### src/rtl/inst_fetcher_pkg.sv
// Shared types and constants for the instruction fetch stage.
// Contents: instruction/address widths, default queue size, opcodes used by
// static prediction, the queue entry payload and immediate-decode helpers.
package inst_fetcher_pkg;

    localparam int unsigned INST_WIDTH         = 32;
    localparam int unsigned XLEN               = 32;
    localparam int unsigned IQ_CAP_BIT_DEFAULT = 3;

    localparam logic [6:0] OPCODE_JAL    = 7'b1101111;
    localparam logic [6:0] OPCODE_BRANCH = 7'b1100011;

    // One buffered instruction together with its fetch PC and prediction.
    typedef struct packed {
        logic [INST_WIDTH-1:0] inst;
        logic [XLEN-1:0]       pc;
        logic [XLEN-1:0]       pred_pc;
        logic                  taken;
    } iq_entry_t;

    // Sign-extended J-type immediate.
    function automatic logic [XLEN-1:0] j_imm(input logic [INST_WIDTH-1:0] inst);
        return {{11{inst[31]}}, inst[31], inst[19:12], inst[20], inst[30:21], 1'b0};
    endfunction

    // Sign-extended B-type immediate.
    function automatic logic [XLEN-1:0] b_imm(input logic [INST_WIDTH-1:0] inst);
        return {{19{inst[31]}}, inst[31], inst[7], inst[30:25], inst[11:8], 1'b0};
    endfunction

endpackage

### src/rtl/inst_fetcher_if.sv
// Bus bundle of the fetch stage: instruction port towards the memory unit and
// the queue-head handshake towards the decoder.
//   master : fetch stage (drives mem_pc/mem_inst_req and out_*)
//   slave  : environment (memory unit + decoder)
interface inst_fetcher_if;
    import inst_fetcher_pkg::*;

    logic [XLEN-1:0]       mem_pc;
    logic                  mem_inst_req;
    logic                  mem_inst_ready;
    logic [INST_WIDTH-1:0] mem_inst_res;

    logic                  out_valid;
    logic [INST_WIDTH-1:0] out_inst;
    logic [XLEN-1:0]       out_pc;
    logic [XLEN-1:0]       out_pred_pc;
    logic                  out_pred_taken;
    logic                  dec_ready;

    modport master (
        output mem_pc, mem_inst_req,
        input  mem_inst_ready, mem_inst_res,
        output out_valid, out_inst, out_pc, out_pred_pc, out_pred_taken,
        input  dec_ready
    );

    modport slave (
        input  mem_pc, mem_inst_req,
        output mem_inst_ready, mem_inst_res,
        input  out_valid, out_inst, out_pc, out_pred_pc, out_pred_taken,
        output dec_ready
    );

endinterface

### src/rtl/inst_fetcher_inst_queue.sv
// In-order circular instruction queue of depth 1<<CAP_BIT.
// Ports: clk, rst (async active-high); push/push_entry write at tail; pop
// advances head; flush empties the queue; head_entry is the oldest entry;
// count is the occupancy (0..depth); full flags count==depth.
// Callers must not push when full nor pop when empty.
module inst_fetcher_inst_queue
    import inst_fetcher_pkg::*;
#(
    parameter int unsigned CAP_BIT = IQ_CAP_BIT_DEFAULT
) (
    input  logic             clk,
    input  logic             rst,
    input  logic             push,
    input  logic             pop,
    input  logic             flush,
    input  iq_entry_t        push_entry,
    output iq_entry_t        head_entry,
    output logic [CAP_BIT:0] count,
    output logic             full
);

    localparam int unsigned DEPTH = 1 << CAP_BIT;

    iq_entry_t          mem [DEPTH];
    logic [CAP_BIT-1:0] head;
    logic [CAP_BIT-1:0] tail;

    // Pointers wrap naturally at CAP_BIT bits; flush leaves storage untouched.
    always_ff @(posedge clk or posedge rst) begin
        if (rst) begin
            head  <= '0;
            tail  <= '0;
            count <= '0;
            for (int i = 0; i < int'(DEPTH); i++) begin
                mem[i] <= '0;
            end
        end else if (flush) begin
            head  <= '0;
            tail  <= '0;
            count <= '0;
        end else begin
            if (push) begin
                mem[tail] <= push_entry;
                tail      <= tail + 1'b1;
            end
            if (pop) begin
                head <= head + 1'b1;
            end
            if (push && !pop) begin
                count <= count + 1'b1;
            end else if (pop && !push) begin
                count <= count - 1'b1;
            end
        end
    end

    assign head_entry = mem[head];
    assign full       = (count == (CAP_BIT+1)'(DEPTH));

endmodule

### src/rtl/inst_fetcher.sv
// Instruction fetch stage: owns the fetch PC, requests instructions from the
// memory unit, computes the next PC and buffers fetched instructions for the
// decoder. A clear from the ROB flushes the queue and redirects the PC.
// Ports: clk_in, rst_in (async active-high), rdy_in (freezes all state when
// low), clear/clear_pc (ROB redirect), bus (inst_fetcher_if.master: memory
// instruction port and decoder queue-head handshake).
// Optional: define IFETCH_STATIC_PREDICT_EN to predict JAL and backward
// branches as taken; otherwise every instruction predicts pc+4, not taken.
module inst_fetcher
    import inst_fetcher_pkg::*;
#(
    parameter int unsigned     IQ_CAP_BIT = IQ_CAP_BIT_DEFAULT,
    parameter logic [XLEN-1:0] RESET_PC   = 32'h0
) (
    input  logic            clk_in,
    input  logic            rst_in,
    input  logic            rdy_in,
    input  logic            clear,
    input  logic [XLEN-1:0] clear_pc,
    inst_fetcher_if.master  bus
);

    logic [XLEN-1:0]     pc;
    logic [XLEN-1:0]     next_pc;
    logic                taken;
    logic [IQ_CAP_BIT:0] count;
    logic                full;
    logic                req;
    logic                accept;
    logic                pop;
    logic                flush;
    iq_entry_t           push_entry;
    iq_entry_t           head_entry;

    // Occupancy alone gates the request: a same-cycle pop does not free a slot.
    assign req    = !rst_in && !clear && !full;
    assign accept = req && bus.mem_inst_ready && rdy_in;
    assign pop    = (count != '0) && bus.dec_ready && rdy_in && !clear;
    assign flush  = clear && rdy_in;

    // Next-PC and taken prediction for the word currently returned by memory.
    always_comb begin
        next_pc = pc + 32'd4;
        taken   = 1'b0;
`ifdef IFETCH_STATIC_PREDICT_EN
        if (bus.mem_inst_res[6:0] == OPCODE_JAL) begin
            next_pc = pc + j_imm(bus.mem_inst_res);
            taken   = 1'b1;
        end else if (bus.mem_inst_res[6:0] == OPCODE_BRANCH && bus.mem_inst_res[31]) begin
            // Backward branches (negative offset) are assumed to be loops.
            next_pc = pc + b_imm(bus.mem_inst_res);
            taken   = 1'b1;
        end
`endif
    end

    // Fetch PC: redirect has priority, otherwise advance on an accepted fetch.
    always_ff @(posedge clk_in or posedge rst_in) begin
        if (rst_in) begin
            pc <= RESET_PC;
        end else if (rdy_in) begin
            if (clear) begin
                pc <= clear_pc;
            end else if (accept) begin
                pc <= next_pc;
            end
        end
    end

    assign push_entry = '{inst: bus.mem_inst_res, pc: pc, pred_pc: next_pc, taken: taken};

    inst_fetcher_inst_queue #(
        .CAP_BIT (IQ_CAP_BIT)
    ) u_queue (
        .clk        (clk_in),
        .rst        (rst_in),
        .push       (accept),
        .pop        (pop),
        .flush      (flush),
        .push_entry (push_entry),
        .head_entry (head_entry),
        .count      (count),
        .full       (full)
    );

    assign bus.mem_pc         = pc;
    assign bus.mem_inst_req   = req;
    assign bus.out_valid      = (count != '0);
    assign bus.out_inst       = head_entry.inst;
    assign bus.out_pc         = head_entry.pc;
    assign bus.out_pred_pc    = head_entry.pred_pc;
    assign bus.out_pred_taken = head_entry.taken;

endmodule

### src/flat_wrapper.sv
// flat-port wrapper written by rule: the top's interface ports become plain ports
module inst_fetcher_flat import inst_fetcher_pkg::*;
#(
    parameter int unsigned     IQ_CAP_BIT = IQ_CAP_BIT_DEFAULT,
    parameter logic [XLEN-1:0] RESET_PC   = 32'h0
)
  (clk_in, rst_in, rdy_in, clear, clear_pc, bus_mem_pc, bus_mem_inst_req, bus_mem_inst_ready, bus_mem_inst_res, bus_out_valid, bus_out_inst, bus_out_pc, bus_out_pred_pc, bus_out_pred_taken, bus_dec_ready);
  inst_fetcher_if bus_i ();
  input  logic clk_in;
  input  logic rst_in;
  input  logic rdy_in;
  input  logic clear;
  input  logic [XLEN-1:0] clear_pc;
  output wire logic [$bits(bus_i.mem_pc)-1:0] bus_mem_pc;
  output wire logic [$bits(bus_i.mem_inst_req)-1:0] bus_mem_inst_req;
  input wire logic [$bits(bus_i.mem_inst_ready)-1:0] bus_mem_inst_ready;
  input wire logic [$bits(bus_i.mem_inst_res)-1:0] bus_mem_inst_res;
  output wire logic [$bits(bus_i.out_valid)-1:0] bus_out_valid;
  output wire logic [$bits(bus_i.out_inst)-1:0] bus_out_inst;
  output wire logic [$bits(bus_i.out_pc)-1:0] bus_out_pc;
  output wire logic [$bits(bus_i.out_pred_pc)-1:0] bus_out_pred_pc;
  output wire logic [$bits(bus_i.out_pred_taken)-1:0] bus_out_pred_taken;
  input wire logic [$bits(bus_i.dec_ready)-1:0] bus_dec_ready;
  assign bus_mem_pc = bus_i.mem_pc;
  assign bus_mem_inst_req = bus_i.mem_inst_req;
  assign bus_i.mem_inst_ready = bus_mem_inst_ready;
  assign bus_i.mem_inst_res = bus_mem_inst_res;
  assign bus_out_valid = bus_i.out_valid;
  assign bus_out_inst = bus_i.out_inst;
  assign bus_out_pc = bus_i.out_pc;
  assign bus_out_pred_pc = bus_i.out_pred_pc;
  assign bus_out_pred_taken = bus_i.out_pred_taken;
  assign bus_i.dec_ready = bus_dec_ready;
  inst_fetcher #(.IQ_CAP_BIT(IQ_CAP_BIT), .RESET_PC(RESET_PC)) u_core (.clk_in(clk_in), .rst_in(rst_in), .rdy_in(rdy_in), .clear(clear), .clear_pc(clear_pc), .bus(bus_i));
endmodule
### config.mk
export PLATFORM = sky130hd
export DESIGN_NAME = inst_fetcher_flat
export DESIGN_NICKNAME = d
export VERILOG_FILES = /design/src/rtl/inst_fetcher_pkg.sv /design/src/rtl/inst_fetcher_if.sv /design/src/rtl/inst_fetcher_inst_queue.sv /design/src/rtl/inst_fetcher.sv /design/src/flat_wrapper.sv
export SDC_FILE = /design/constraint.sdc
export NUM_CORES = 2
export LEC_CHECK = 0
export CAP_MARGIN = 10
export CORE_MARGIN = 1.5
export CORE_UTILIZATION = 50
export CTS_CLUSTER_DIAMETER = 80
export CTS_CLUSTER_SIZE = 40
export DETAILED_ROUTE_END_ITERATION = 10
export PLACE_DENSITY_LB_ADDON = 0.1
export SYNTH_ARGS = -nofsm -noshare
export SYNTH_HDL_FRONTEND = slang
export SYNTH_HIERARCHICAL = 1
export SYNTH_SLANG_ARGS = --single-unit
### constraint.sdc
create_clock -name clk_in -period 31.4 [get_ports clk_in]
set_input_delay 9.42 -clock clk_in [delete_from_list [all_inputs] [get_ports clk_in]]
set_output_delay 9.42 -clock clk_in [all_outputs]
set_load 0.03 [all_outputs]
==> reports/qor.yml <==
global_route:
  antenna_found_initial: 2
  grt_pass1_vias: 23000
  globalRouteTotalUtil_pct: 23.7
  overflow: 0
  grt_pass1_wl_um: 141000
  grt_max_degree: 190
finish:
  fin_area_um2: 42000
  area_growth_pct: 11.4
  post-route-util_pct: 56.3
  final_cell_count_no_fill: 3496
  fillers: 5918
  fin_nets: 2571
  drive_above_1_share_pct: 48.6
  antennaDiodeCount: 0
critical_path:
  worst_setup_path_end_kind: "output port"
  critPathLaunchType: "primary input"
  cp_data_arrival_time_ps: 10840
  worst-setup-path-type: "in2out"
  cp.required_ps: 21980
  r2r_setup_slack_ps: 27000
  critPathMaxFanout: 63
route:
  drt_iter0_markers: 1308
  routedWlPerCell_um: 25.7
  routed_wl_um: 89800
  drtPass1Iterations: 8
  detail-route-antenna-nets: 0
  drc: 0
  via_per_inst: 6.03
  vias: 21100
placed_design:
  io_buffers: 200
  hpwl_um: 53300
  dp_cells: 3421
  place_area_um2: 40500
  routabilityCongestion: 0.820
pwr:
  power_frac_comb_pct: 36.4
  power_w: 0.00327
  p_int_w: 0.00216
  p_sw_w: 0.00110
  p_leak_nw: 18.9
  power.density_nw_per_um2: 77.7
  swShare_pct: 33.7
  seqPwrFrac_pct: 43.1
  clkPwrFrac_pct: 20.5
  vdd_drop_max_mv: 0.0566
sta:
  setup_viol: 0
  fmax_mhz: 49.4
  timing.final.crit_share_pct: 64.5
  tightest_slew_ps: 1170
  setup_tns_ps: 0
  relSlewSlack_pct: 22.3
  period_needed_ps: 20260
  skew_ps: 24.3
  final-hold-violation-count: 0
  rsz0062_at_grt: "no"
  drv_slew: 0
synthesis:
  synth_ff_type: "dfrtp_1"
  syn_area_um2: 37700
  ys_warn_count: 6
  synth_area_per_cell_um2: 15.9
  synth-edff-count: 0
  synth.distinct_cells: 66
  yosysSeqAreaShare_pct: 54.3
  synth_cells: 2368
  ys_seq_elements: 818
  synthArstFlopShare_pct: 100
floorplan:
  rows: 100
  die_width_um: 278
  start_util_pct: 50.6
  die_h_um: 278
  dieArea_um2: 77100
  placeableCoreArea_um2: 74600
  boundaryPins: 201
clock_network:
  cts.sinks: 818
  clk_pin_slew_ps: 90
  root_buffer: "clkbuf_16"
  worstSkewPairLatency_ps: 620
  cts_resized: 0
  cts.path.max_buffers: 3
  hold_buffers: 0
  cts_buffers: 40
  post_cts_buffers: 0
  cts_tree: "built"
  cts_max_level: 2
run_status:
  outcome: "complete, no violations"
hold_path:
  hold_path.class: "reg2reg"
run:
  maxCapViolCount: 0
-- flip-flops by register name, summed over array words and instances, names as in the netlist --
signal                flops
u_core/bus.mem_pc        32
u_core/u_queue/count      4
u_core/u_queue/head       3
u_core/u_queue/mem      776
u_core/u_queue/tail       3
-- final timing paths --
kind / start / endpoint / depth (start not counted)
setup / recovery: clear / bus_mem_inst_req / 4
hold / removal: u_core/u_queue/mem[128] / u_core/u_queue/mem[128] / 1
setup reg to reg: u_core/u_queue/count[3] / u_core/u_queue/mem[175] / 9
hold reg to reg: u_core/u_queue/mem[128] / u_core/u_queue/mem[128] / 1
max in group asynchronous: rst_in / u_core/u_queue/mem[125] / 5
min in group asynchronous: rst_in / u_core/bus.mem_pc[0] / 3
-- kinds of logic after synthesis --
family	count (synthesis)	synth area share, %
multiplexers	1074	37.9
flip-flops	818	54.3
buffers and inverters	188	2.69
AND/OR/NAND/NOR	160	2.62
AO/OA/AOI/OAI	89	1.56
XOR/XNOR	32	0.743
adder cells (fa/ha/maj)	6	0.219
other	1	0.00995
-- cell usage after synthesis, types with 4 or more instances --
master | instances | area share (%)
mux2_2 | 876 | 26
dfrtp_1 | 818 | 54
mux4_2 | 194 | 12
buf_2 | 87 | 1.2
clkbuf_1 | 44 | 0.44
nor2_1 | 30 | 0.30
xnor2_1 | 23 | 0.53
nand2_1 | 22 | 0.22
a21oi_1 | 21 | 0.28
buf_4 | 21 | 0.42
o21ai_0 | 21 | 0.28
nand3_1 | 19 | 0.25
buf_6 | 16 | 0.48
and3_1 | 14 | 0.23
inv_1 | 13 | 0.13
nand4_1 | 11 | 0.18
nor3_1 | 11 | 0.15
o211ai_1 | 10 | 0.20
xor2_1 | 9 | 0.21
or3_1 | 7 | 0.12
a31oi_1 | 6 | 0.10
and4_1 | 6 | 0.14
buf_1 | 6 | 0.060
ha_1 | 5 | 0.17
o2bb2ai_1 | 5 | 0.12
a22oi_1 | 4 | 0.080
mux2i_1 | 4 | 0.11
o311ai_0 | 4 | 0.093
-- worst max-delay path: stages --
cell             delay, ps
buf_2                   90
buf_4                  310
nor3_1                 280
clkdlybuf4s50_1        700
-- cell usage in the layout, fill, tap and decap left out, types with 5 or more instances in the layout --
cell,instances
a21oi_1,21
a31oi_1,6
and3_1,13
and4_1,6
buf_4,48
clkbuf_16,41
clkdlybuf4s50_1,199
clkinv_8,12
conb_1,8
dfrtp_1,815
ha_1,5
inv_1,12
mux2_2,876
mux4_2,194
nand2_1,22
nand3_1,19
nand4_1,11
nor2_1,30
nor3_1,11
o211ai_1,10
o21ai_0,20
o2bb2ai_1,5
or3_1,7
xnor2_1,23
xor2_1,9
-- routing by layer --
layer	track usage (%)	vias up	routed length (um)
met5	0	-	23
met1	33.4	11500	40400
met3	3.89	79	3780
met2	39.2	385	44100
li1	-	9079	-
met4	4.62	4	1480
-- per-stage QoR --
stage	setup WS (ps)	hold slack [ps]
detailed placement	11160	487
global route	11060	516
finish	11140	508
CTS	11150	513
global placement	11120	481
floorplan	11200	474
-- power by group through the flow --
| stage | Clock (W) | Sequential (W) | Combinational [W] |
|---|---|---|---|
| finish | 0.000669 | 0.00141 | 0.00119 |
| global route | 0.000729 | 0.00144 | 0.00126 |
| CTS | 0.000691 | 0.00141 | 0.00121 |
| detailed placement | 0 | 0.00143 | 0.00120 |
| global placement | 0 | 0.00141 | 0.00118 |
| floorplan | 0 | 0.00139 | 0.000827 |
-- layout make-up --
type,count,area [um^2],area share (%)
clock buffer,44,1070,2.54
sequential,818,20500,48.8
tap,969,1210,2.89
inverter,13,52.6,0.125
clock inverter,30,432,1.03
multi-input combinational,1369,16300,38.8
timing repair buffer,253,2440,5.82
Note: power is estimated with default switching activity, not from simulation.
